## src/rtl/add_num_csr_pkg.sv

```systemverilog
// Shared definitions for the add-two-numbers AFU CSR front end:
// word-address map, STATUS/CTRL bit positions, FSM state and status view.
package add_num_csr_pkg;

  localparam logic [15:0] CSR_DFH      = 16'h0000;
  localparam logic [15:0] CSR_ID_L     = 16'h0002;
  localparam logic [15:0] CSR_ID_H     = 16'h0004;
  localparam logic [15:0] CSR_RSVD0    = 16'h0006;
  localparam logic [15:0] CSR_RSVD1    = 16'h0008;
  localparam logic [15:0] CSR_BUF_ADDR = 16'h000A;
  localparam logic [15:0] CSR_OPERANDS = 16'h000C;
  localparam logic [15:0] CSR_CTRL     = 16'h000E;
  localparam logic [15:0] CSR_STATUS   = 16'h0010;
  localparam logic [15:0] CSR_RESULT   = 16'h0012;

  localparam int ST_BUSY_BIT       = 0;
  localparam int ST_DONE_BIT       = 1;
  localparam int ST_TIMEOUT_BIT    = 2;
  localparam int ST_ERR_BIT        = 3;
  localparam int ST_ADDR_VALID_BIT = 4;
  localparam int ST_RUN_CNT_LSB    = 16;

  localparam int CTRL_GO_BIT  = 0;
  localparam int CTRL_CLR_BIT = 1;

  // Feature header: type AFU (4'h1) and end-of-list set.
  localparam logic [63:0] DFH_VALUE = 64'h1000_0100_0000_0000;

  typedef enum logic [1:0] {
    S_IDLE   = 2'd0,
    S_LAUNCH = 2'd1,
    S_BUSY   = 2'd2
  } t_ctrl_state;

  typedef struct packed {
    logic [15:0] run_cnt;
    logic        addr_valid;
    logic        err;
    logic        timeout;
    logic        done;
    logic        busy;
  } t_status;

  function automatic logic [63:0] status_word(input t_status s);
    logic [63:0] w;
    w                          = '0;
    w[ST_BUSY_BIT]             = s.busy;
    w[ST_DONE_BIT]             = s.done;
    w[ST_TIMEOUT_BIT]          = s.timeout;
    w[ST_ERR_BIT]              = s.err;
    w[ST_ADDR_VALID_BIT]       = s.addr_valid;
    w[ST_RUN_CNT_LSB +: 16]    = s.run_cnt;
    return w;
  endfunction

endpackage

```

## src/rtl/add_num_csr_ctrl_if.sv

```systemverilog
// MMIO request/response and datapath launch/completion signals of the CSR block.
// Handshake: a request is taken on any edge where *_valid is high (no ready); rd_rsp_valid follows one cycle later.
interface add_num_csr_ctrl_if;
  import add_num_csr_pkg::*;

  logic        mmio_wr_valid;
  logic        mmio_rd_valid;
  logic [15:0] mmio_addr;
  logic [8:0]  mmio_tid;
  logic [63:0] mmio_wr_data;
  logic        rd_rsp_valid;
  logic [8:0]  rd_rsp_tid;
  logic [63:0] rd_rsp_data;
  logic        start;
  logic [41:0] buf_addr;
  logic [7:0]  operand_a;
  logic [7:0]  operand_b;
  logic        dp_done;
  logic [8:0]  dp_result;
  t_ctrl_state dbg_state;

  modport slave (
    input  mmio_wr_valid, mmio_rd_valid, mmio_addr, mmio_tid, mmio_wr_data,
    input  dp_done, dp_result,
    output rd_rsp_valid, rd_rsp_tid, rd_rsp_data,
    output start, buf_addr, operand_a, operand_b, dbg_state
  );

  modport master (
    output mmio_wr_valid, mmio_rd_valid, mmio_addr, mmio_tid, mmio_wr_data,
    output dp_done, dp_result,
    input  rd_rsp_valid, rd_rsp_tid, rd_rsp_data,
    input  start, buf_addr, operand_a, operand_b, dbg_state
  );
endinterface

```

## src/rtl/add_num_timeout_cnt.sv

```systemverilog
// Busy-cycle counter for the add-num CSR controller; o_expired is high
// while the count equals TIMEOUT_CYCLES - 1.
module add_num_timeout_cnt #(
  parameter int TIMEOUT_CYCLES = 4096
) (
  input  logic clk,
  input  logic reset_n,
  input  logic i_clr,
  input  logic i_en,
  output logic o_expired
);
  localparam logic [15:0] LAST_CNT = 16'(TIMEOUT_CYCLES - 1);

  logic [15:0] r_cnt;

  always_ff @(posedge clk or negedge reset_n) begin
    if (!reset_n)    r_cnt <= '0;
    else if (i_clr)  r_cnt <= '0;
    else if (i_en)   r_cnt <= r_cnt + 16'd1;
  end

  assign o_expired = (r_cnt == LAST_CNT);
endmodule

```

## src/rtl/add_num_csr_ctrl.sv

```systemverilog
// MMIO CSR front end of the add-two-numbers AFU: captures buffer address and
// operands, launches the datapath, tracks busy/done/timeout, answers reads in one cycle.
module add_num_csr_ctrl
  import add_num_csr_pkg::*;
#(
  parameter logic [127:0] AFU_ID         = 128'h0,
  parameter int           TIMEOUT_CYCLES = 4096,
  parameter int           RUN_CNT_W      = 16
) (
  input logic               clk,
  input logic               reset_n,
  add_num_csr_ctrl_if.slave bus
);

  t_ctrl_state          r_state, w_state_nxt;
  logic [41:0]          r_buf_addr;
  logic [7:0]           r_op_a, r_op_b;
  logic [8:0]           r_result;
  logic                 r_done, r_timeout, r_err, r_addr_valid;
  logic [RUN_CNT_W-1:0] r_run_cnt;
  logic                 r_rd_valid;
  logic [8:0]           r_rd_tid;
  logic [63:0]          r_rd_data;

  logic        w_idle, w_wr_buf, w_wr_ops, w_wr_ctrl, w_go, w_clr;
  logic        w_launch, w_complete, w_timeout_evt, w_go_err, w_wr_err;
  logic        w_expired;
  logic [63:0] w_rd_data;
  t_status     w_status;
  logic        w_unused_wr_data;

  assign w_idle    = (r_state == S_IDLE);
  assign w_wr_buf  = bus.mmio_wr_valid && (bus.mmio_addr == CSR_BUF_ADDR);
  assign w_wr_ops  = bus.mmio_wr_valid && (bus.mmio_addr == CSR_OPERANDS);
  assign w_wr_ctrl = bus.mmio_wr_valid && (bus.mmio_addr == CSR_CTRL);
  assign w_go      = w_wr_ctrl && bus.mmio_wr_data[CTRL_GO_BIT];
  assign w_clr     = w_wr_ctrl && bus.mmio_wr_data[CTRL_CLR_BIT];
  assign w_wr_err  = (w_wr_buf || w_wr_ops) && !w_idle;
  assign w_unused_wr_data = ^bus.mmio_wr_data[63:42];

  add_num_timeout_cnt #(.TIMEOUT_CYCLES(TIMEOUT_CYCLES)) u_timeout (
    .clk       (clk),
    .reset_n   (reset_n),
    .i_clr     (r_state == S_LAUNCH),
    .i_en      (r_state == S_BUSY),
    .o_expired (w_expired)
  );

  always_comb begin
    w_state_nxt   = r_state;
    w_launch      = 1'b0;
    w_complete    = 1'b0;
    w_timeout_evt = 1'b0;
    w_go_err      = 1'b0;
    case (r_state)
      S_IDLE: begin
        if (w_go) begin
          if (r_addr_valid) begin
            w_state_nxt = S_LAUNCH;
            w_launch    = 1'b1;
          end else begin
            w_go_err = 1'b1;
          end
        end
      end
      S_LAUNCH: begin
        w_state_nxt = S_BUSY;
        w_go_err    = w_go;
      end
      S_BUSY: begin
        w_go_err = w_go;
        // A completion on the expiry cycle takes precedence over the timeout.
        if (bus.dp_done) begin
          w_state_nxt = S_IDLE;
          w_complete  = 1'b1;
        end else if (w_expired) begin
          w_state_nxt   = S_IDLE;
          w_timeout_evt = 1'b1;
        end
      end
      default: w_state_nxt = S_IDLE;
    endcase
  end

  always_ff @(posedge clk or negedge reset_n) begin
    if (!reset_n) begin
      r_state      <= S_IDLE;
      r_buf_addr   <= '0;
      r_op_a       <= '0;
      r_op_b       <= '0;
      r_result     <= '0;
      r_done       <= 1'b0;
      r_timeout    <= 1'b0;
      r_err        <= 1'b0;
      r_addr_valid <= 1'b0;
      r_run_cnt    <= '0;
    end else begin
      r_state <= w_state_nxt;
      if (w_wr_buf && w_idle) begin
        r_buf_addr   <= bus.mmio_wr_data[41:0];
        r_addr_valid <= 1'b1;
      end
      if (w_wr_ops && w_idle) begin
        r_op_a <= bus.mmio_wr_data[7:0];
        r_op_b <= bus.mmio_wr_data[15:8];
      end
      if (w_complete) begin
        r_result  <= bus.dp_result;
        r_run_cnt <= r_run_cnt + RUN_CNT_W'(1);
      end
      // Clear acts before the same write's go, so a fresh error survives it.
      r_done    <= w_complete | (r_done & ~w_launch & ~w_clr);
      r_timeout <= w_timeout_evt | (r_timeout & ~w_launch & ~w_clr);
      r_err     <= w_go_err | w_wr_err | (r_err & ~w_clr);
    end
  end

  always_comb begin
    w_status.run_cnt    = 16'(r_run_cnt);
    w_status.addr_valid = r_addr_valid;
    w_status.err        = r_err;
    w_status.timeout    = r_timeout;
    w_status.done       = r_done;
    w_status.busy       = !w_idle;
  end

  always_comb begin
    w_rd_data = '0;
    case (bus.mmio_addr)
      CSR_DFH:      w_rd_data = DFH_VALUE;
      CSR_ID_L:     w_rd_data = AFU_ID[63:0];
      CSR_ID_H:     w_rd_data = AFU_ID[127:64];
      CSR_BUF_ADDR: w_rd_data = {22'b0, r_buf_addr};
      CSR_OPERANDS: w_rd_data = {48'b0, r_op_b, r_op_a};
      CSR_STATUS:   w_rd_data = status_word(w_status);
      CSR_RESULT:   w_rd_data = {55'b0, r_result};
      CSR_RSVD0, CSR_RSVD1, CSR_CTRL: w_rd_data = '0;
      default:      w_rd_data = '0;
    endcase
  end

  always_ff @(posedge clk or negedge reset_n) begin
    if (!reset_n) begin
      r_rd_valid <= 1'b0;
      r_rd_tid   <= '0;
      r_rd_data  <= '0;
    end else begin
      r_rd_valid <= bus.mmio_rd_valid;
      if (bus.mmio_rd_valid) begin
        r_rd_tid  <= bus.mmio_tid;
        r_rd_data <= w_rd_data;
      end
    end
  end

  assign bus.rd_rsp_valid = r_rd_valid;
  assign bus.rd_rsp_tid   = r_rd_tid;
  assign bus.rd_rsp_data  = r_rd_data;
  assign bus.start        = (r_state == S_LAUNCH);
  assign bus.buf_addr     = r_buf_addr;
  assign bus.operand_a    = r_op_a;
  assign bus.operand_b    = r_op_b;
  assign bus.dbg_state    = r_state;

endmodule

```

## src/flat_wrapper.sv

```systemverilog
// flat-port wrapper written by rule: the top's interface ports become plain ports
module add_num_csr_ctrl_flat import add_num_csr_pkg::*;
#(
  parameter logic [127:0] AFU_ID         = 128'h0,
  parameter int           TIMEOUT_CYCLES = 4096,
  parameter int           RUN_CNT_W      = 16
)
  (clk, reset_n, bus_mmio_wr_valid, bus_mmio_rd_valid, bus_mmio_addr, bus_mmio_tid, bus_mmio_wr_data, bus_dp_done, bus_dp_result, bus_rd_rsp_valid, bus_rd_rsp_tid, bus_rd_rsp_data, bus_start, bus_buf_addr, bus_operand_a, bus_operand_b, bus_dbg_state);
  add_num_csr_ctrl_if bus_i ();
  input logic clk;
  input logic reset_n;
  input wire logic [$bits(bus_i.mmio_wr_valid)-1:0] bus_mmio_wr_valid;
  input wire logic [$bits(bus_i.mmio_rd_valid)-1:0] bus_mmio_rd_valid;
  input wire logic [$bits(bus_i.mmio_addr)-1:0] bus_mmio_addr;
  input wire logic [$bits(bus_i.mmio_tid)-1:0] bus_mmio_tid;
  input wire logic [$bits(bus_i.mmio_wr_data)-1:0] bus_mmio_wr_data;
  input wire logic [$bits(bus_i.dp_done)-1:0] bus_dp_done;
  input wire logic [$bits(bus_i.dp_result)-1:0] bus_dp_result;
  output wire logic [$bits(bus_i.rd_rsp_valid)-1:0] bus_rd_rsp_valid;
  output wire logic [$bits(bus_i.rd_rsp_tid)-1:0] bus_rd_rsp_tid;
  output wire logic [$bits(bus_i.rd_rsp_data)-1:0] bus_rd_rsp_data;
  output wire logic [$bits(bus_i.start)-1:0] bus_start;
  output wire logic [$bits(bus_i.buf_addr)-1:0] bus_buf_addr;
  output wire logic [$bits(bus_i.operand_a)-1:0] bus_operand_a;
  output wire logic [$bits(bus_i.operand_b)-1:0] bus_operand_b;
  output wire logic [$bits(bus_i.dbg_state)-1:0] bus_dbg_state;
  assign bus_i.mmio_wr_valid = bus_mmio_wr_valid;
  assign bus_i.mmio_rd_valid = bus_mmio_rd_valid;
  assign bus_i.mmio_addr = bus_mmio_addr;
  assign bus_i.mmio_tid = bus_mmio_tid;
  assign bus_i.mmio_wr_data = bus_mmio_wr_data;
  assign bus_i.dp_done = bus_dp_done;
  assign bus_i.dp_result = bus_dp_result;
  assign bus_rd_rsp_valid = bus_i.rd_rsp_valid;
  assign bus_rd_rsp_tid = bus_i.rd_rsp_tid;
  assign bus_rd_rsp_data = bus_i.rd_rsp_data;
  assign bus_start = bus_i.start;
  assign bus_buf_addr = bus_i.buf_addr;
  assign bus_operand_a = bus_i.operand_a;
  assign bus_operand_b = bus_i.operand_b;
  assign bus_dbg_state = bus_i.dbg_state;
  add_num_csr_ctrl #(.AFU_ID(AFU_ID), .TIMEOUT_CYCLES(TIMEOUT_CYCLES), .RUN_CNT_W(RUN_CNT_W)) u_core (.clk(clk), .reset_n(reset_n), .bus(bus_i));
endmodule
```

## config.mk

```make
export PLATFORM = sky130hd
export DESIGN_NAME = add_num_csr_ctrl_flat
export DESIGN_NICKNAME = d
export VERILOG_FILES = /design/src/rtl/add_num_csr_pkg.sv /design/src/rtl/add_num_csr_ctrl_if.sv /design/src/rtl/add_num_timeout_cnt.sv /design/src/rtl/add_num_csr_ctrl.sv /design/src/flat_wrapper.sv
export SDC_FILE = /design/constraint.sdc
export NUM_CORES = 1
export LEC_CHECK = 0
export BUFFER_PORTS_ARGS = -buffer_cell sky130_fd_sc_hd__buf_2
export CORE_ASPECT_RATIO = 0.7
export CORE_UTILIZATION = 25
export CTS_CLUSTER_SIZE = 28
export DETAILED_ROUTE_END_ITERATION = 12
export PLACE_DENSITY = 0.42
export SLEW_MARGIN = 20
export SYNTH_ARGS = -nofsm -noshare
export SYNTH_HDL_FRONTEND = slang
export SYNTH_SLANG_ARGS = --single-unit
export TNS_END_PERCENT = 1
```

## constraint.sdc

```tcl
create_clock -name clk -period 2.9 [get_ports clk]
set_input_delay 0 -clock clk [delete_from_list [all_inputs] [get_ports clk]]
set_output_delay 0 -clock clk [all_outputs]
set_load 0.02 [all_outputs]
```

# [Word level (Yosys, flattened, before mapping)]
# Index checks and enable logic that the tools add are counted.
[word_totals] reg_bits=179 output_inout_bits=135 elab_cells=72
[op_classes] add_sub_neg=2 bitwise=11 mux=19 n_reduce_logical=15 n_eq_ne=11
[op_table] cell="$pmux 61 s5" n=1
[op_table] cell="$eq 16x4->1 const B" n=3
[op_table] cell="$add 16x1->16 const B" n=2
[op_table] cell="$eq 16x5->1 const B" n=2
[op_table] cell="$mux 16" n=2
[op_table] cell="$eq 16x12->1 const B" n=1
[op_table] cell="$logic_not 16->1" n=1
[op_table] cell="$mux 1" n=10
[op_table] cell="$logic_and 1x1->1" n=8
[op_table] cell="$mux 2" n=4
[op_table] cell="$pmux 2 s3" n=1
[op_table] cell="$and 1x1->1" n=5
[op_table] cell="$or 1x1->1" n=4
[op_table] cell="$ne 3x2->1 const B" n=1
[op_table] cell="$reduce_and 3->1" n=1
[op_table] cell="$eq 2x1->1 const B" n=1
[op_table] cell="$eq 2x2->1 const B" n=1
[op_table] cell="$logic_not 2->1" n=1
[op_table] cell="$ne 2x1->1 const B" n=1
[op_table] cell="$ne 2x2->1 const B" n=1
[op_table] cell="$not 1->1" n=2
[op_table] cell="$pmux 1 s2" n=1
[op_table] cell="$reduce_bool 2->1" n=1
[op_table] cell="$reduce_or 2->1" n=1
[op_table] cell="other kinds (2)" n=2

# [Depth between registers and ports, before layout]
[depth] ltp_word=9 mapped_depth=8 ltp_nobuf=7

# [Modules after synthesis]
# A second synthesis with hierarchy kept.
[unflattened] hier_cells=594 hier_area_um2=7417.1
[modules_own_cells] module="add_num_csr_ctrl" n_inst=1 area_per_inst_um2=6550.0 cells_per_inst=509
[modules_own_cells] module="add_num_timeout_cnt" n_inst=1 area_per_inst_um2=867.1 cells_per_inst=85

# [Least setup slack after synthesis]
# No wires, ideal clock.
[synth_path] path_kind="input port to flip-flop" start="input bus_mmio_addr[0]" end="register u_core.r_state[1] (netlist: u_core.bus.dbg_state[1])" slack_ps=771 path_buffers=2 t_arrival_ps=2002 stages=7 path_cell_list="or4_4 -> buf_6 -> or2_1 -> buf_6 -> or4_1 -> a21oi_1 -> mux2_1"
[synth_via] elab_chain_len=5
[synth_lines] item="start, declared" line="flat_wrapper.sv:14" rtl="input wire logic [$bits(bus_i.mmio_addr)-1:0] bus_mmio_addr;"
[synth_lines] item="$eq 16x4->1" line="add_num_csr_ctrl.sv:35" rtl="assign w_wr_ctrl = bus.mmio_wr_valid && (bus.mmio_addr == CSR_CTRL);"
[synth_lines] item="$logic_and 1x1->1" line="add_num_csr_ctrl.sv:35"
[synth_lines] item="$logic_and 1x1->1" line="add_num_csr_ctrl.sv:36" rtl="assign w_go = w_wr_ctrl && bus.mmio_wr_data[CTRL_GO_BIT];"
[synth_lines] item="$ne 2x2->1 (no line)"
[synth_lines] item="$reduce_and 3->1 (no line)"
[synth_lines] item="end signal, assigned" line="add_num_csr_ctrl.sv:98" rtl="r_state <= w_state_nxt;"
[synth_lines] item="end, declared" line="add_num_csr_ctrl.sv:15" rtl="t_ctrl_state r_state, w_state_nxt;"
# Every way passes these cells.
# A chain may end at the register's enable or synchronous reset.

# [Worst setup path after layout]
[layout_path] start="register u_core.r_state[0] (netlist: u_core.bus.dbg_state[0])" end="register u_core.r_run_cnt[15]"
[layout_via] elab_chain_len=2
[layout_lines] item="$eq 2x2->1" line="add_num_csr_ctrl.sv:55" rtl="case (r_state)"
[layout_lines] item="$mux 1" line="add_num_csr_ctrl.sv:55"
[layout_lines] item="end signal, assigned" line="add_num_csr_ctrl.sv:109" rtl="r_run_cnt <= r_run_cnt + RUN_CNT_W'(1);"
[layout_lines] item="end, declared" line="add_num_csr_ctrl.sv:20" rtl="logic [RUN_CNT_W-1:0] r_run_cnt;"
# Every way passes these cells.

==> results by group <==
Setup path
  • Worst path required time: 3.21 ns
  • Crit path from: u_core.bus.dbg_state[0]$_DFFE_PN0P_
  • Kind of critical path: reg -> reg
  • Max Fanout on Critical Path: 5
  • FF-to-FF End: u_core.r_run_cnt[15]$_DFFE_PN0P_
  • Slowest CP cell: dfrtp_1
  • Critical path buffers and inverters: 1
  • RR Startpoint: u_core.bus.dbg_state[0]$_DFFE_PN0P_
  • Crit-path cells: inv_1 -> ha_1 -> and2_1 -> nand4_1 -> nor3_1 -> nand3_1 -> xnor2_1
  • Worst R2R Setup Slack: 0.83 ns
  • Crit path DAT: 2.38 ns
  • CP peak stage delay: 0.41 ns
  • Critical Path Start Type: register
  • CP Capture Type: register
  • Family with the most delay on the worst path: simple AND/OR/NAND/NOR gates
  • FF-to-FF path depth: 7

Routing
  • Initial DRC Count: 228
  • WL per Instance: 16.44 um
  • Final ANT Viol Nets: 0
  • DRC Markers: 0
  • Detailed Route WL: 20310 um
  • DR vias: 5415
  • Drt pass-1 iters: 5
  • Mean number of vias per cell: 4.385

Clocking
  • CTS H-Tree Depth: 4
  • Number of setup buffers added after CTS: 0
  • Post_cts resized: 0
  • CTS tree: built
  • CTS max path bufs: 2
  • Hold buffers post-CTS: 63
  • Root buffer cell: clkbuf_16
  • Worst skew pair latency: 0.43 ns
  • CTS clk-pin slew, worst paths: 0.06 ns
  • Clk sinks: 158
  • CTS Buf Count: 17

Floorplan
  • I/O pin cnt: 238
  • Core Footprint: 27090 sq um
  • Die area: 28570 sq um
  • Die height: 141.7 um
  • Row count: 50
  • Initial Util: 25.74%
  • Die Wd: 201.6 um

Timing
  • Fmax: 482.1 MHz
  • Setup-failing EPs final: 0
  • Slew HR: 53.12%
  • Slew Limit Fails: 0
  • Final Hold Vio Count: 0
  • Final Critical Period: 2.074 ns
  • Setup TNS: 0 ns
  • Unrepaired setup endpoints after global routing: false
  • Worst-Margin Slew: 0.7031 ns
  • Setup slack after layout: 0.8257 ns
  • Worst Skew: 0.01021 ns
  • Tcrit/Tclk final: 71.53%

Pwr
  • Max rail drop VDD: 0.3473 mV
  • Pwr dens: 486.5 nW/um^2
  • P_leak: 4.735 nW
  • Overall power: 0.004635 W

Logic synthesis
  • Post-synth EDFFs: 0
  • Mean Syn Cell Area: 11.62 sq um
  • Register area share after synthesis: 56.70%
  • Post-Synthesis Cells: 600
  • Synth Warn #: 0
  • FF+latch count, synth: 158
  • Synth unique cells: 49
  • Most common flop cell mapped by yosys: dfrtp_1
  • Asr flop ratio synth: 100.0%
  • Mapped Area: 6973 sq um

Job
  • Max-Cap Viols: 0

Final layout
  • Antenna diode count: 0
  • Final cell area excluding filler cells: 9527 sq um
  • NumNets Final: 970
  • Layout Area Growth over Synthesis: 36.62%
  • Layout cells sized above 1: 36.39%

Global route
  • Remaining Overflow, GRT: 0
  • Pin count of the biggest net entering global routing: 72
  • Antenna violations before repair: 0
  • Number of global-route vias before repair: 5389
  • Total Routing Usage GR: 14.53%
  • First-pass GRT wire length: 31550 um

Run status
  • Status: finished, final reports clean

Placed design
  • Dpl ws: 0.4727 ns
  • Final HPWL DP: 13940 um
  • Dpl cell area: 8368 sq um
  • Port Buf Inserts: 194
  • Gpl congestion: 0.7320

Hold path
  • Worst Hold Class: in -> reg
  • WHS Path Cells: 5
  • Hold_sp: bus_mmio_addr[1]
  • Hold Path End: u_core.bus.dbg_state[0]$_DFFE_PN0P_
[layer usage]
layer  up-vias  wire, um  track usage (%)
li1       2600         -                -
met1      2651     10400            21.14
met2       153      8785            21.32
met3        11       950            3.537
met4         0       170            3.868
met5         -         0                0
[logic make-up (layout without fill, tap and decap cells)]
group	count (synthesis)	in the layout	share of synthesized area, %
buffers and inverters	95	346	6.639
XOR/XNOR	25	25	3.140
AND/OR/NAND/NOR	145	145	11.29
other	1	21	0.05378
multiplexers	71	71	11.47
AO/OA/AOI/OAI	99	99	9.636
flip-flops	158	158	56.70
adder cells (fa/ha/maj)	6	6	1.077
[worst max-delay path by stage]
stage | to | slack [ns] | depth (start not counted)
4_1_cts | u_core.r_run_cnt[15]$_DFFE_PN0P_ | 0.76 | 7
5_1_grt | u_core.r_run_cnt[15]$_DFFE_PN0P_ | 0.58 | 7
6_report | u_core.r_run_cnt[15]$_DFFE_PN0P_ | 0.83 | 7
2_1_floorplan | u_core.bus.dbg_state[1]$_DFFE_PN0P_ | 0.77 | 7
3_3_place_gp | u_core.bus.dbg_state[1]$_DFFE_PN0P_ | 0.50 | 6
3_5_place_dp | u_core.bus.dbg_state[1]$_DFFE_PN0P_ | 0.47 | 6
[cells in the final DEF, fill, tap and decap left out, types with 3 or more instances in the layout]
master	count
inv_1	44
nor4_1	5
clkbuf_1	3
mux2_2	70
nor3_1	5
nand3_1	21
xnor2_1	14
ha_1	6
clkinvlp_4	4
nand2_1	45
o22ai_1	28
or3_1	3
dlygate4sd3_1	63
nor2_1	26
a21oi_1	13
a221oi_1	5
and2_1	3
or4_1	4
nand4_1	10
o21ai_0	13
dfrtp_1	158
buf_12	3
buf_4	13
a222oi_1	4
buf_2	193
a22oi_1	23
conb_1	21
a22o_1	5
xor2_1	11
and3_1	3
clkbuf_16	17
nand3b_1	3
nor4_4	4
[registers in the layout (all words and copies together), names as in the netlist]
| signal | cells |
|---|---|
| u_core.r_addr_valid | 1 |
| u_core.bus.rd_rsp_data | 43 |
| u_core.bus.operand_a | 8 |
| u_core.r_timeout | 1 |
| u_core.bus.dbg_state | 2 |
| u_core.r_result | 9 |
| u_core.bus.operand_b | 8 |
| u_core.bus.rd_rsp_valid | 1 |
| u_core.r_run_cnt | 16 |
| u_core.r_done | 1 |
| u_core.bus.buf_addr | 42 |
| u_core.u_timeout.r_cnt | 16 |
| u_core.bus.rd_rsp_tid | 9 |
| u_core.r_err | 1 |
[synth_stat cells, types with 2 or more instances]
| cell | n | share of area, % |
|---|---|---|
| dfrtp_1 | 158 | 57 |
| mux2_2 | 70 | 11 |
| nand2_1 | 45 | 2.4 |
| inv_1 | 44 | 2.4 |
| o22ai_1 | 28 | 2.5 |
| nor2_1 | 26 | 1.4 |
| a22oi_1 | 23 | 2.5 |
| nand3_1 | 22 | 1.6 |
| buf_4 | 21 | 2.3 |
| clkbuf_1 | 17 | 0.92 |
| xnor2_1 | 14 | 1.8 |
| a21oi_1 | 13 | 0.93 |
| o21ai_0 | 13 | 0.93 |
| xor2_1 | 11 | 1.4 |
| buf_2 | 10 | 0.72 |
| nand4_1 | 10 | 0.90 |
| ha_1 | 6 | 1.1 |
| nor3_1 | 6 | 0.43 |
| a221oi_1 | 5 | 0.63 |
| a22o_1 | 5 | 0.63 |
| nor4_1 | 5 | 0.45 |
| a222oi_1 | 4 | 0.57 |
| or4_1 | 4 | 0.43 |
| and2_1 | 3 | 0.27 |
| and3_1 | 3 | 0.27 |
| nand3b_1 | 3 | 0.32 |
| nor4_4 | 3 | 0.92 |
| or3_1 | 3 | 0.27 |
| buf_6 | 2 | 0.32 |
| nand2b_1 | 2 | 0.18 |
| nand4b_1 | 2 | 0.25 |
| nor4_2 | 2 | 0.36 |
[where the power goes]
group | internal (W) | total [W] | leakage (nW) | switching [W]
Combinational | 0.000133 | 0.000307 | 2.32 | 0.000173
Sequential | 0.00222 | 0.00223 | 2.18 | 0.00000946
Clock | 0.00117 | 0.00209 | 0.245 | 0.000924
Total | 0.00353 | 0.00463 | 4.74 | 0.00111
[worst reg2reg max path: cells and delay by family, from the launching register on]
kind	cells	cell delay, ns
fa+ha+maj	1	0.19
simple gates	4	1.11
xor+xnor	1	0.14
flops	1	0.41
buf+inv	1	0.11
[final cells by class]
class,count,area (sq um)
sequential,158,3954
clock buffer,20,436.7
inverter,44,165.2
multi-input combinational,367,2659
clock inverter,9,91.34
fill,2738,17560
tap,364,455.4
timing repair buffer,273,1765
[through the flow]
step / utilization (%) / hold slack, ns / instances
floorplan: - / -0.2956 / 620
global placement: 30.89 / 0.07280 / 1143
detailed placement: 30.89 / 0.07762 / 1143
CTS: 35.17 / 0.06994 / 1235
global route: 35.17 / 0.1143 / 1235
finish: 35.17 / 0.09376 / 1235
Power figures use the tool's default switching activity.
